==> src/rtl/bm_port_pkg.sv <==
//==============================================================================
// Module   : bm_port_pkg
// Purpose  : Shared constants and helpers for BondMachine port adapters.
// Revision : 1.0
//==============================================================================
`default_nettype none

package bm_port_pkg;

  localparam int c_default_width = 8;
  localparam int c_default_depth = 4;

  localparam logic IDLE = 1'b0;
  localparam logic ACK  = 1'b1;

  function automatic logic [31:0] ptr_next(input logic [31:0] ptr, input int unsigned depth);
    return (ptr + 32'd1) % depth;
  endfunction

endpackage

`default_nettype wire

==> src/rtl/bm_sync_fifo.sv <==
//==============================================================================
// Module   : bm_sync_fifo
// Purpose  : Single-clock FIFO with occupancy count, no full/empty bypass.
// Revision : 1.0
//==============================================================================
`default_nettype none

module bm_sync_fifo
  import bm_port_pkg::*;
#(
  parameter  int WIDTH = c_default_width,
  parameter  int DEPTH = c_default_depth,
  localparam int AW    = $clog2(DEPTH)
) (
  input  logic             clk,
  input  logic             rst_n,
  input  logic             i_push,
  input  logic [WIDTH-1:0] i_wr_data,
  input  logic             i_pop,
  output logic [WIDTH-1:0] o_rd_data,
  output logic [AW:0]      o_count,
  output logic             o_full,
  output logic             o_empty
);

  localparam logic [AW:0] c_count_one  = (AW+1)'(1);
  localparam logic [AW:0] c_count_full = (AW+1)'(DEPTH);

  logic [WIDTH-1:0] r_mem [DEPTH];
  logic [AW-1:0]    r_wr_ptr;
  logic [AW-1:0]    r_rd_ptr;
  logic [AW:0]      r_count;
  logic             w_push;
  logic             w_pop;

  // Flags come straight from the registered count so they never glitch.
  assign o_full    = (r_count == c_count_full);
  assign o_empty   = (r_count == '0);
  assign o_count   = r_count;
  assign w_push    = i_push && !o_full;
  assign w_pop     = i_pop && !o_empty;
  assign o_rd_data = r_mem[r_rd_ptr];

  always_ff @(posedge clk) begin
    if (w_push) r_mem[r_wr_ptr] <= i_wr_data;
  end

  always_ff @(posedge clk or negedge rst_n) begin
    if (!rst_n) begin
      r_wr_ptr <= '0;
      r_rd_ptr <= '0;
      r_count  <= '0;
    end else begin
      if (w_push) r_wr_ptr <= AW'(ptr_next(32'(r_wr_ptr), DEPTH));
      if (w_pop)  r_rd_ptr <= AW'(ptr_next(32'(r_rd_ptr), DEPTH));
      case ({w_push, w_pop})
        2'b10:   r_count <= r_count + c_count_one;
        2'b01:   r_count <= r_count - c_count_one;
        default: r_count <= r_count;
      endcase
    end
  end

endmodule

`default_nettype wire

==> src/rtl/bm_oport_receiver.sv <==
//==============================================================================
// Module   : bm_oport_receiver
// Purpose  : Consumes a processor output port and re-presents it via a FIFO.
// Revision : 1.0
//==============================================================================
`default_nettype none

module bm_oport_receiver
  import bm_port_pkg::*;
#(
  parameter  int WIDTH = c_default_width,
  parameter  int DEPTH = c_default_depth,
  localparam int AW    = $clog2(DEPTH)
) (
  input  logic             clock_signal,
  input  logic             reset_signal,
  input  logic [WIDTH-1:0] i0,
  input  logic             i0_valid,
  output logic             i0_received,
  output logic [WIDTH-1:0] o0,
  output logic             o0_valid,
  input  logic             o0_received,
  output logic [AW:0]      count,
  output logic             full,
  output logic             empty
);

  logic r_state;
  logic r_received;
  logic w_push;
  logic w_full;
  logic w_empty;

  // ACK is a dead cycle: the producer drops valid on that same edge.
  assign w_push = (r_state == IDLE) && i0_valid && !w_full;

  always_ff @(posedge clock_signal or negedge reset_signal) begin
    if (!reset_signal) begin
      r_state    <= IDLE;
      r_received <= 1'b0;
    end else begin
      case (r_state)
        IDLE: begin
          if (w_push) begin
            r_state    <= ACK;
            r_received <= 1'b1;
          end
        end
        default: begin
          r_state    <= IDLE;
          r_received <= 1'b0;
        end
      endcase
    end
  end

  bm_sync_fifo #(
    .WIDTH (WIDTH),
    .DEPTH (DEPTH)
  ) u_fifo (
    .clk       (clock_signal),
    .rst_n     (reset_signal),
    .i_push    (w_push),
    .i_wr_data (i0),
    .i_pop     (o0_received),
    .o_rd_data (o0),
    .o_count   (count),
    .o_full    (w_full),
    .o_empty   (w_empty)
  );

  assign i0_received = r_received;
  assign full        = w_full;
  assign empty       = w_empty;
  assign o0_valid    = !w_empty;

endmodule

`default_nettype wire

==> config.mk <==
export PLATFORM = sky130hd
export DESIGN_NAME = bm_oport_receiver
export DESIGN_NICKNAME = d
export VERILOG_FILES = /design/src/rtl/bm_port_pkg.sv /design/src/rtl/bm_sync_fifo.sv /design/src/rtl/bm_oport_receiver.sv
export SDC_FILE = /design/constraint.sdc
export NUM_CORES = 1
export LEC_CHECK = 0
export BUFFER_PORTS_ARGS = -buffer_cell sky130_fd_sc_hd__buf_4
export CAP_MARGIN = 20
export CORE_MARGIN = 2
export CORE_UTILIZATION = 56
export CTS_BUF_LIST = sky130_fd_sc_hd__clkbuf_8
export CTS_CLUSTER_SIZE = 30
export DETAILED_ROUTE_END_ITERATION = 10
export GPL_ROUTABILITY_DRIVEN = 0
export PLACE_DENSITY_LB_ADDON = 0.15
export SYNTH_ARGS = -nofsm -noshare
export SYNTH_HDL_FRONTEND = slang
export SYNTH_SLANG_ARGS = --single-unit
==> constraint.sdc <==
create_clock -name clock_signal -period 2.3 [get_ports clock_signal]
set_input_delay 0.23 -clock clock_signal [delete_from_list [all_inputs] [get_ports clock_signal]]
set_output_delay 0.23 -clock clock_signal [all_outputs]
set_load 0.1 [all_outputs]
==> results of run 1 <==
[per-layer routing]
| metal | routed length (um) | up-vias |
|---|---|---|
| met3 | 144 | 7 |
| met4 | 42 | 0 |
| met2 | 1300 | 28 |
| met5 | 0 | - |
| li1 | - | 382 |
| met1 | 1010 | 403 |
[through the flow]
step	cell area [sq um]	hold WS [ns]	utilization	setup slack, ns
2_1_floorplan	1690	-0.0656	-	-0.561
3_3_place_gp	1930	0.0556	0.695	0.398
3_5_place_dp	1930	0.0578	0.695	0.234
4_1_cts	2060	0.136	0.740	0.199
5_1_grt	2060	0.120	0.740	0.151
6_report	2060	0.142	0.740	0.216
[worst max-delay path: cells and delay by family (launching register included)]
kind / cells / cell delay, ns
XOR/XNOR: 2 / 0.34
adder cells (fa/ha/maj): 2 / 0.52
buffers and inverters: 2 / 0.14
flip-flops: 1 / 0.52
AND/OR/NAND/NOR: 3 / 0.47
[cell type report]
class | instances | area (sq um)
flip-flops and latches | 41 | 1200
fillers | 168 | 723
multi-input cells | 34 | 453
repair buffers | 29 | 220
clock buffers | 5 | 68.8
clock inverters | 3 | 46.3
well taps | 31 | 38.8
inverters | 8 | 33.8
[registers in the layout, summed over array words and instances (netlist names)]
| name | count |
|---|---|
| u_fifo.r_wr_ptr | 2 |
| u_fifo.r_rd_ptr | 2 |
| u_fifo.r_mem | 32 |
| i0_received | 1 |
| r_state | 1 |
| u_fifo.o_count | 3 |
[logic make-up (layout without fill, tap and decap cells)]
| family | after synthesis | in the layout | share of synthesized area |
|---|---|---|---|
| compound gates | 3 | 3 | 0.0143 |
| xor+xnor | 6 | 6 | 0.0317 |
| fa+ha+maj | 6 | 6 | 0.0498 |
| buf+inv | 10 | 45 | 0.0234 |
| flops | 41 | 41 | 0.715 |
| mux | 9 | 9 | 0.118 |
| simple gates | 10 | 10 | 0.0483 |
[synth_stat cells (2+ instances only)]
master	count
and2_2	4
inv_1	8
edfxtp_1	32
dfrtp_1	9
nand2_1	2
xor2_1	3
xnor2_1	3
ha_1	5
mux4_2	8
[final timing paths]
kind | from | endpoint | slack (ns) | cells after the start
min | i0[5] | u_fifo.r_mem[0][5] | 0.14 | 1
max | u_fifo.o_count[1] | u_fifo.o_count[2] | 0.22 | 9
min reg2reg | i0_received | i0_received | 0.49 | 1
max in group asynchronous | reset_signal | u_fifo.o_count[2] | 1.85 | 2
min in group asynchronous | reset_signal | u_fifo.o_count[0] | 0.30 | 2
max reg2reg | u_fifo.o_count[1] | u_fifo.o_count[2] | 0.22 | 9
==> flow_summary.toml, run 1 <==
[cells_and_area]
nets = 137
diodes = 0
most-common-layout-cells = "edfxtp_1, buf_4, mux4_2"
areaGrowthSynthToFinish_pct = 24.1
drive_gt1_frac = 0.492
fin_cells = 151
final_common_cell = "edfxtp_1"

[global_routing]
grtUsageMet3 = 0.0484
grt_pass1_wl_mm = 3.95
top_usage_layer = "met2"
grtUsageTotal = 0.169
met1_usage = 0.202
grt_max_degree = 15
antenna_found_initial = 0
grt.overflow.total = 0
grt_util_met2 = 0.276
grt_pass1_vias = 864

[placed_design]
port_buffers = 26
placedCellCount = 142
place_hpwl_mm = 1.72

[cts]
hold_buffers = 1
clkTransAtPathRegs_ns = 0.08
cts.path.max_buffers = 2
tritoncts = "yes"
cts.sink_count = 41
htreeDepth = 2
clockRootBuffer = "clkbuf_8"
postCtsSetupRepairBufs = 0
clkLatencyLatePin_ns = 0.28
numCtsBuffers = 5
cts-resized-gates = 0

[floorplanning]
start_util = 0.596
die_w_um = 58.4
coreArea_sq_mm = 0.00278
fp.dieH_um = 58.4
rows = 19
die-area_sq_mm = 0.00341
io_pins = 27

[setup_path]
crit_slowest_cell = "dfrtp_4"
setup.worst_path.end_class = "flop"
cp.required_ns = 2.50
crit_fanout = 6
cp_slowest_stage_delay_ns = 0.52
cp-start-kind = "flop"
critPathKind = "reg -> reg"
path_cells = "nor3b_4, nor3b_4, inv_1, ha_4, inv_1, fa_1, xor2_1, nor2_1, xor2_1"
arrival_ns = 2.29

[drt]
drc = 0
wl_per_cell_um = 16.6
via_count = 820
viasPerCell = 5.43
routed_wl_mm = 2.50
initialDrtViolationCount = 41
ant_nets = 0
dr.pass1.iters = 4

[synthesis]
yosys_warnings = 0
netlist_top_cells_area = "edfxtp_1, dfrtp_1, mux4_2, ha_1, and2_2"
async_flop_share = 0.220
synth_seq_area_share = 0.715
synth.avg_cell_area_sq_um = 19.5
syn_inst = 85
synthesis.nets = 103
yosysTopAreaCell = "edfxtp_1"
synth_edf_count = 32
ys_types = 20
ys_ff_latch = 41
synth.cell_area_sq_mm = 0.00166
yosysTopAreaCellShare = 0.579
synth_top_flop_cell = "edfxtp_1"

[sta]
post-route-period-util = 0.906
timing.final.hold_violations = 0
fin_tns_setup_ns = 0
worst_slew_pin_slew_ns = 0.547
fin_crit_ns = 2.08
slew_headroom = 0.635
timing.fmax_ghz = 0.480
rsz0062_at_grt = "false"
skew_ns = 0.00626
slew_viol_final = 0
finalSetupViolCount = 0

[job]
cap_violations = 0

[worst_hold_path]
hold_path.class = "in -> reg"

[status]
status = "finished, final reports clean"
Power of run 1 is not shown: default switching activity piles up to over one toggle a cycle in this logic, so the estimate is an artifact.
==> run 2: changes to the inputs <==
--- a/config.mk
+++ b/config.mk
@@ -16,4 +16,5 @@
 export PLACE_DENSITY_LB_ADDON = 0.15
 export SYNTH_ARGS = -nofsm -noshare
 export SYNTH_HDL_FRONTEND = slang
+export SYNTH_HIERARCHICAL = 1
 export SYNTH_SLANG_ARGS = --single-unit
==> flow_summary.toml, run 2 <==
[drt]
via_count = 824
drc = 2
viasPerCell = 5.32
initialDrtViolationCount = 31
ant_nets = 0
routed_wl_mm = 2.65
dr.pass1.iters = 7
wl_per_cell_um = 17.1

[floorplanning]
coreArea_sq_mm = 0.00281
io_pins = 27
start_util = 0.599
die_w_um = 58.8
die-area_sq_mm = 0.00346
rows = 19
fp.dieH_um = 58.8

[cts]
clkTransAtPathRegs_ns = 0.07
htreeDepth = 2
numCtsBuffers = 5
clockRootBuffer = "clkbuf_8"
cts.sink_count = 41
tritoncts = "yes"
clkLatencyLatePin_ns = 0.29
cts.path.max_buffers = 2
cts-resized-gates = 0

[setup_path]
critPathKind = "reg -> reg"
cp.required_ns = 2.51
crit_fanout = 7
arrival_ns = 2.36
setup.worst_path.end_class = "flop"
cp-start-kind = "flop"

[sta]
finalSetupViolCount = 0
timing.fmax_ghz = 0.465
slew_viol_final = 0
rsz0062_at_grt = "false"
slew_headroom = 0.714
skew_ns = 0.00636
post-route-period-util = 0.935
worst_slew_pin_slew_ns = 0.428
fin_crit_ns = 2.15
timing.final.hold_violations = 0
fin_tns_setup_ns = 0

[global_routing]
grt_pass1_wl_mm = 4.09
grt_max_degree = 13
grt.overflow.total = 0
antenna_found_initial = 0
grt_pass1_vias = 809
grtUsageTotal = 0.177

[synthesis]
synth.avg_cell_area_sq_um = 19.3
ys_types = 21
ys_ff_latch = 41
yosysTopAreaCellShare = 0.572
synth.cell_area_sq_mm = 0.00168
netlist_top_cells_area = "edfxtp_1, dfrtp_1, mux4_2, ha_1, and2_2"
ys_top_cells_by_count = "edfxtp_1, dfrtp_1, inv_1, mux4_2, ha_1"
synthesis.nets = 105
synth_top_flop_cell = "edfxtp_1"
yosys_warnings = 6
synth.most_common_cell = "edfxtp_1"
syn_inst = 87
yosysTopAreaCell = "edfxtp_1"
async_flop_share = 0.220
synth_edf_count = 32
synth_seq_area_share = 0.706

[cells_and_area]
areaGrowthSynthToFinish_pct = 22.6
final_common_cell = "edfxtp_1"
largest_reg_flops = 32
largest_register = "u_fifo/r_mem"
multi_input_area_sq_um = 475
seq_area_sq_mm = 0.00120
drive_gt1_frac = 0.508
fillers = 178
most-common-layout-cells = "edfxtp_1, buf_4, mux4_2"
diodes = 0
nets = 141

[job]
cap_violations = 0

[status]
status = "finished, violations left"
violations = "DRC"

[worst_hold_path]
hold_path.class = "in -> reg"

[placed_design]
place_hpwl_mm = 1.79
port_buffers = 26
run 2: cell types whose count changed in the layout (fill, tap and decap cells not counted), moves of 2 or more:
cell / previous run / this run
inv_2: 0 / 2
clkinvlp_4: 2 / 0
nor2_1: 1 / 3
clkinv_2: 0 / 2
buf_4: 28 / 30
run 2: area by class of cell:
class / instances / share of cell area
sequential: 41 / 0.581
multi-input combinational: 36 / 0.231
timing repair buffer: 31 / 0.114
clock buffer: 5 / 0.0334
tap: 31 / 0.0188
inverter: 8 / 0.0146
clock inverter: 3 / 0.00668
run 2: kinds of logic after synthesis:
| family | synth area share |
|---|---|
| simple gates | 0.0573 |
| compound gates | 0.0112 |
| flops | 0.706 |
| xor+xnor | 0.0313 |
| buf+inv | 0.0231 |
| fa+ha+maj | 0.0491 |
| mux | 0.122 |
run 2: final timing paths:
path / depth (start not counted) / start / slack, ns / end
min: 1 / i0[4] / 0.14 / u_fifo/r_mem[0][4]
max: 11 / u_fifo/o_count[1] / 0.15 / u_fifo/o_count[2]
min reg2reg: 1 / r_state / 0.46 / i0_received
max reg2reg: 11 / u_fifo/o_count[1] / 0.15 / u_fifo/o_count[2]
max in group asynchronous: 2 / reset_signal / 1.81 / u_fifo/o_count[1]
min in group asynchronous: 2 / reset_signal / 0.33 / u_fifo/o_count[0]
run 2: timing repair:
item,4_1_cts,5_1_grt
endpoints found under the hold margin,9,0
buffers inserted,0,2
hold buffers,1,0
endpoints found under the setup margin,0,1
run 2: worst max-delay path, stage by stage, from the launching register on:
cell and delay (ns):
dfrtp_4 0.51, nor3b_4 0.22, nand2b_4 0.17, nor2_1 0.05, nor2b_4 0.15, inv_2 0.06, ha_4 0.13, inv_2 0.03
fa_2 0.32, xor2_1 0.15, nor2_1 0.12, xor2_1 0.15
run 2: metrics by stage:
step / hold WS, ns / setup slack, ns / area, sq um / cells / util
2_1_floorplan: -0.0656 / -0.868 / 1710 / 87 / -
3_3_place_gp: 0.0633 / 0.250 / 1950 / 144 / 0.696
3_5_place_dp: 0.0633 / 0.148 / 1950 / 144 / 0.696
4_1_cts: 0.129 / 0.118 / 2040 / 153 / 0.729
5_1_grt: 0.132 / 0.0289 / 2060 / 155 / 0.734
6_report: 0.139 / 0.150 / 2060 / 155 / 0.734
run 2: metal layers:
metal,share of wire,global-route usage
met4,0.021,0.107
met3,0.046,0.0527
met2,0.48,0.260
met1,0.45,0.236
met5,0,0
Power of run 2 is left out for the same reason.
==> run 3: changes to the inputs <==
--- a/config.mk
+++ b/config.mk
@@ -12,7 +12,6 @@
 export CTS_BUF_LIST = sky130_fd_sc_hd__clkbuf_8
 export CTS_CLUSTER_SIZE = 30
 export DETAILED_ROUTE_END_ITERATION = 10
-export GPL_ROUTABILITY_DRIVEN = 0
 export PLACE_DENSITY_LB_ADDON = 0.15
 export SYNTH_ARGS = -nofsm -noshare
 export SYNTH_HDL_FRONTEND = slang
==> constraint.sdc (replaced) <==
create_clock -name clock_signal -period 2.35 [get_ports clock_signal]
set_input_delay 0.235 -clock clock_signal [delete_from_list [all_inputs] [get_ports clock_signal]]
set_output_delay 0.235 -clock clock_signal [all_outputs]
set_load 0.1 [all_outputs]
==> flow_summary.toml, run 3 (synthesized netlist as in run 2, its figures left out) <==
[floorplanning]
rows = 19
fp.dieH_um = 58.8
start_util = 0.599
die_w_um = 58.8
coreArea_sq_mm = 0.00281
die-area_sq_mm = 0.00346
io_pins = 27

[drt]
ant_nets = 0
drc = 2
via_count = 819
dr.pass1.iters = 7
wl_per_cell_um = 17.2
routed_wl_mm = 2.64
viasPerCell = 5.35
initialDrtViolationCount = 25

[cells_and_area]
diodes = 0
drive_gt1_frac = 0.500
most-common-layout-cells = "edfxtp_1, buf_4, mux4_2"
final_common_cell = "edfxtp_1"
areaGrowthSynthToFinish_pct = 21.7
fin_cells = 153
nets = 139
largest_reg_flops = 32
utilization = 0.729
largest_register = "u_fifo/r_mem"
fin_area_sq_mm = 0.00204

[cts]
tritoncts = "yes"
clkTransAtPathRegs_ns = 0.07
htreeDepth = 2
cts.path.max_buffers = 2
clockRootBuffer = "clkbuf_8"
postCtsSetupRepairBufs = 0
numCtsBuffers = 5
cts.sink_count = 41
clkLatencyLatePin_ns = 0.29

[sta]
fin_crit_ns = 2.16
holdWs_ns = 0.144
slew_headroom = 0.713
timing.final.hold_violations = 0
post-route-period-util = 0.919
slew_viol_final = 0
timing.fmax_ghz = 0.463
finalSetupViolCount = 0
rsz0062_at_grt = "false"
worst_slew_pin_slew_ns = 0.430
skew_ns = 0.00637

[status]
status = "finished, violations left"
violations = "DRC"

[placed_design]
port_buffers = 26
placedCellCount = 144
place_hpwl_mm = 1.79
place_area_sq_mm = 0.00195
place.gp.congestion = 0.655

[setup_path]
cp-start-kind = "flop"
crit_fanout = 7
path_cells = "nor3b_4, nand2b_4, nor2_1, nor2b_4, inv_2, ha_4, inv_2, fa_2, xor2_1, nor2_1, xor2_1"
path_buf_inv = 2
cp_slowest_stage_delay_ns = 0.51
reg2reg_slack_ns = 0.19
crit_slowest_cell = "dfrtp_4"
critPathKind = "reg -> reg"
crit_family = "simple AND/OR/NAND/NOR gates"
arrival_ns = 2.37
setup.worst_path.end_class = "flop"
cp.required_ns = 2.56

[global_routing]
grt_max_degree = 13
grt.overflow.total = 0
top_usage_layer = "met2"
grtUsageTotal = 0.177
grtUsageMet3 = 0.0527
antenna_found_initial = 0
grt_pass1_vias = 809
grt_util_met2 = 0.260
grt_pass1_wl_mm = 4.09
met1_usage = 0.236

[worst_hold_path]
hold_path.class = "in -> reg"

[job]
cap_violations = 0
run 3: cell types whose count changed in the layout (fill, tap and decap cells not counted), sizes merged:
cell | previous run | this run
buf | 30 | 28
run 3: routing by layer:
layer	up-vias	part of all wire
li1	386	-
met1	405	0.45
met5	-	0
met3	7	0.047
met2	21	0.48
met4	0	0.021
run 3: path summary, 6_finish.rpt:
path	endpoint	start	depth (start not counted)
setup / recovery	u_fifo/o_count[2]	u_fifo/o_count[1]	11
hold / removal	u_fifo/r_mem[0][4]	i0[4]	1
setup reg to reg	u_fifo/o_count[2]	u_fifo/o_count[1]	11
hold reg to reg	i0_received	r_state	1
max in group asynchronous	u_fifo/o_count[1]	reset_signal	2
min in group asynchronous	u_fifo/r_wr_ptr[0]	reset_signal	2
run 3: layout make-up:
cell class / count / area, sq um
Fill cell: 181 / 761
Timing Repair Buffer: 29 / 220
Clock buffer: 5 / 68.8
Sequential cell: 41 / 1200
Clock inverter: 3 / 13.8
Multi-Input combinational cell: 36 / 475
Inverter: 8 / 30.0
Tap cell: 31 / 38.8
run 3: per-stage QoR:
step	TNS (ns)	worst slack (ns)
2_1_floorplan	-12.95	-0.818
3_3_place_gp	0	0.300
3_5_place_dp	0	0.198
4_1_cts	0	0.168
5_1_grt	0	0.0366
6_report	0	0.189
run 3: timing repair:
action	in CTS	in global routing
hold buffers	1	0
endpoints found under the hold margin	9	0
gates resized for setup	0	0
Power of run 3 is left out for the same reason.
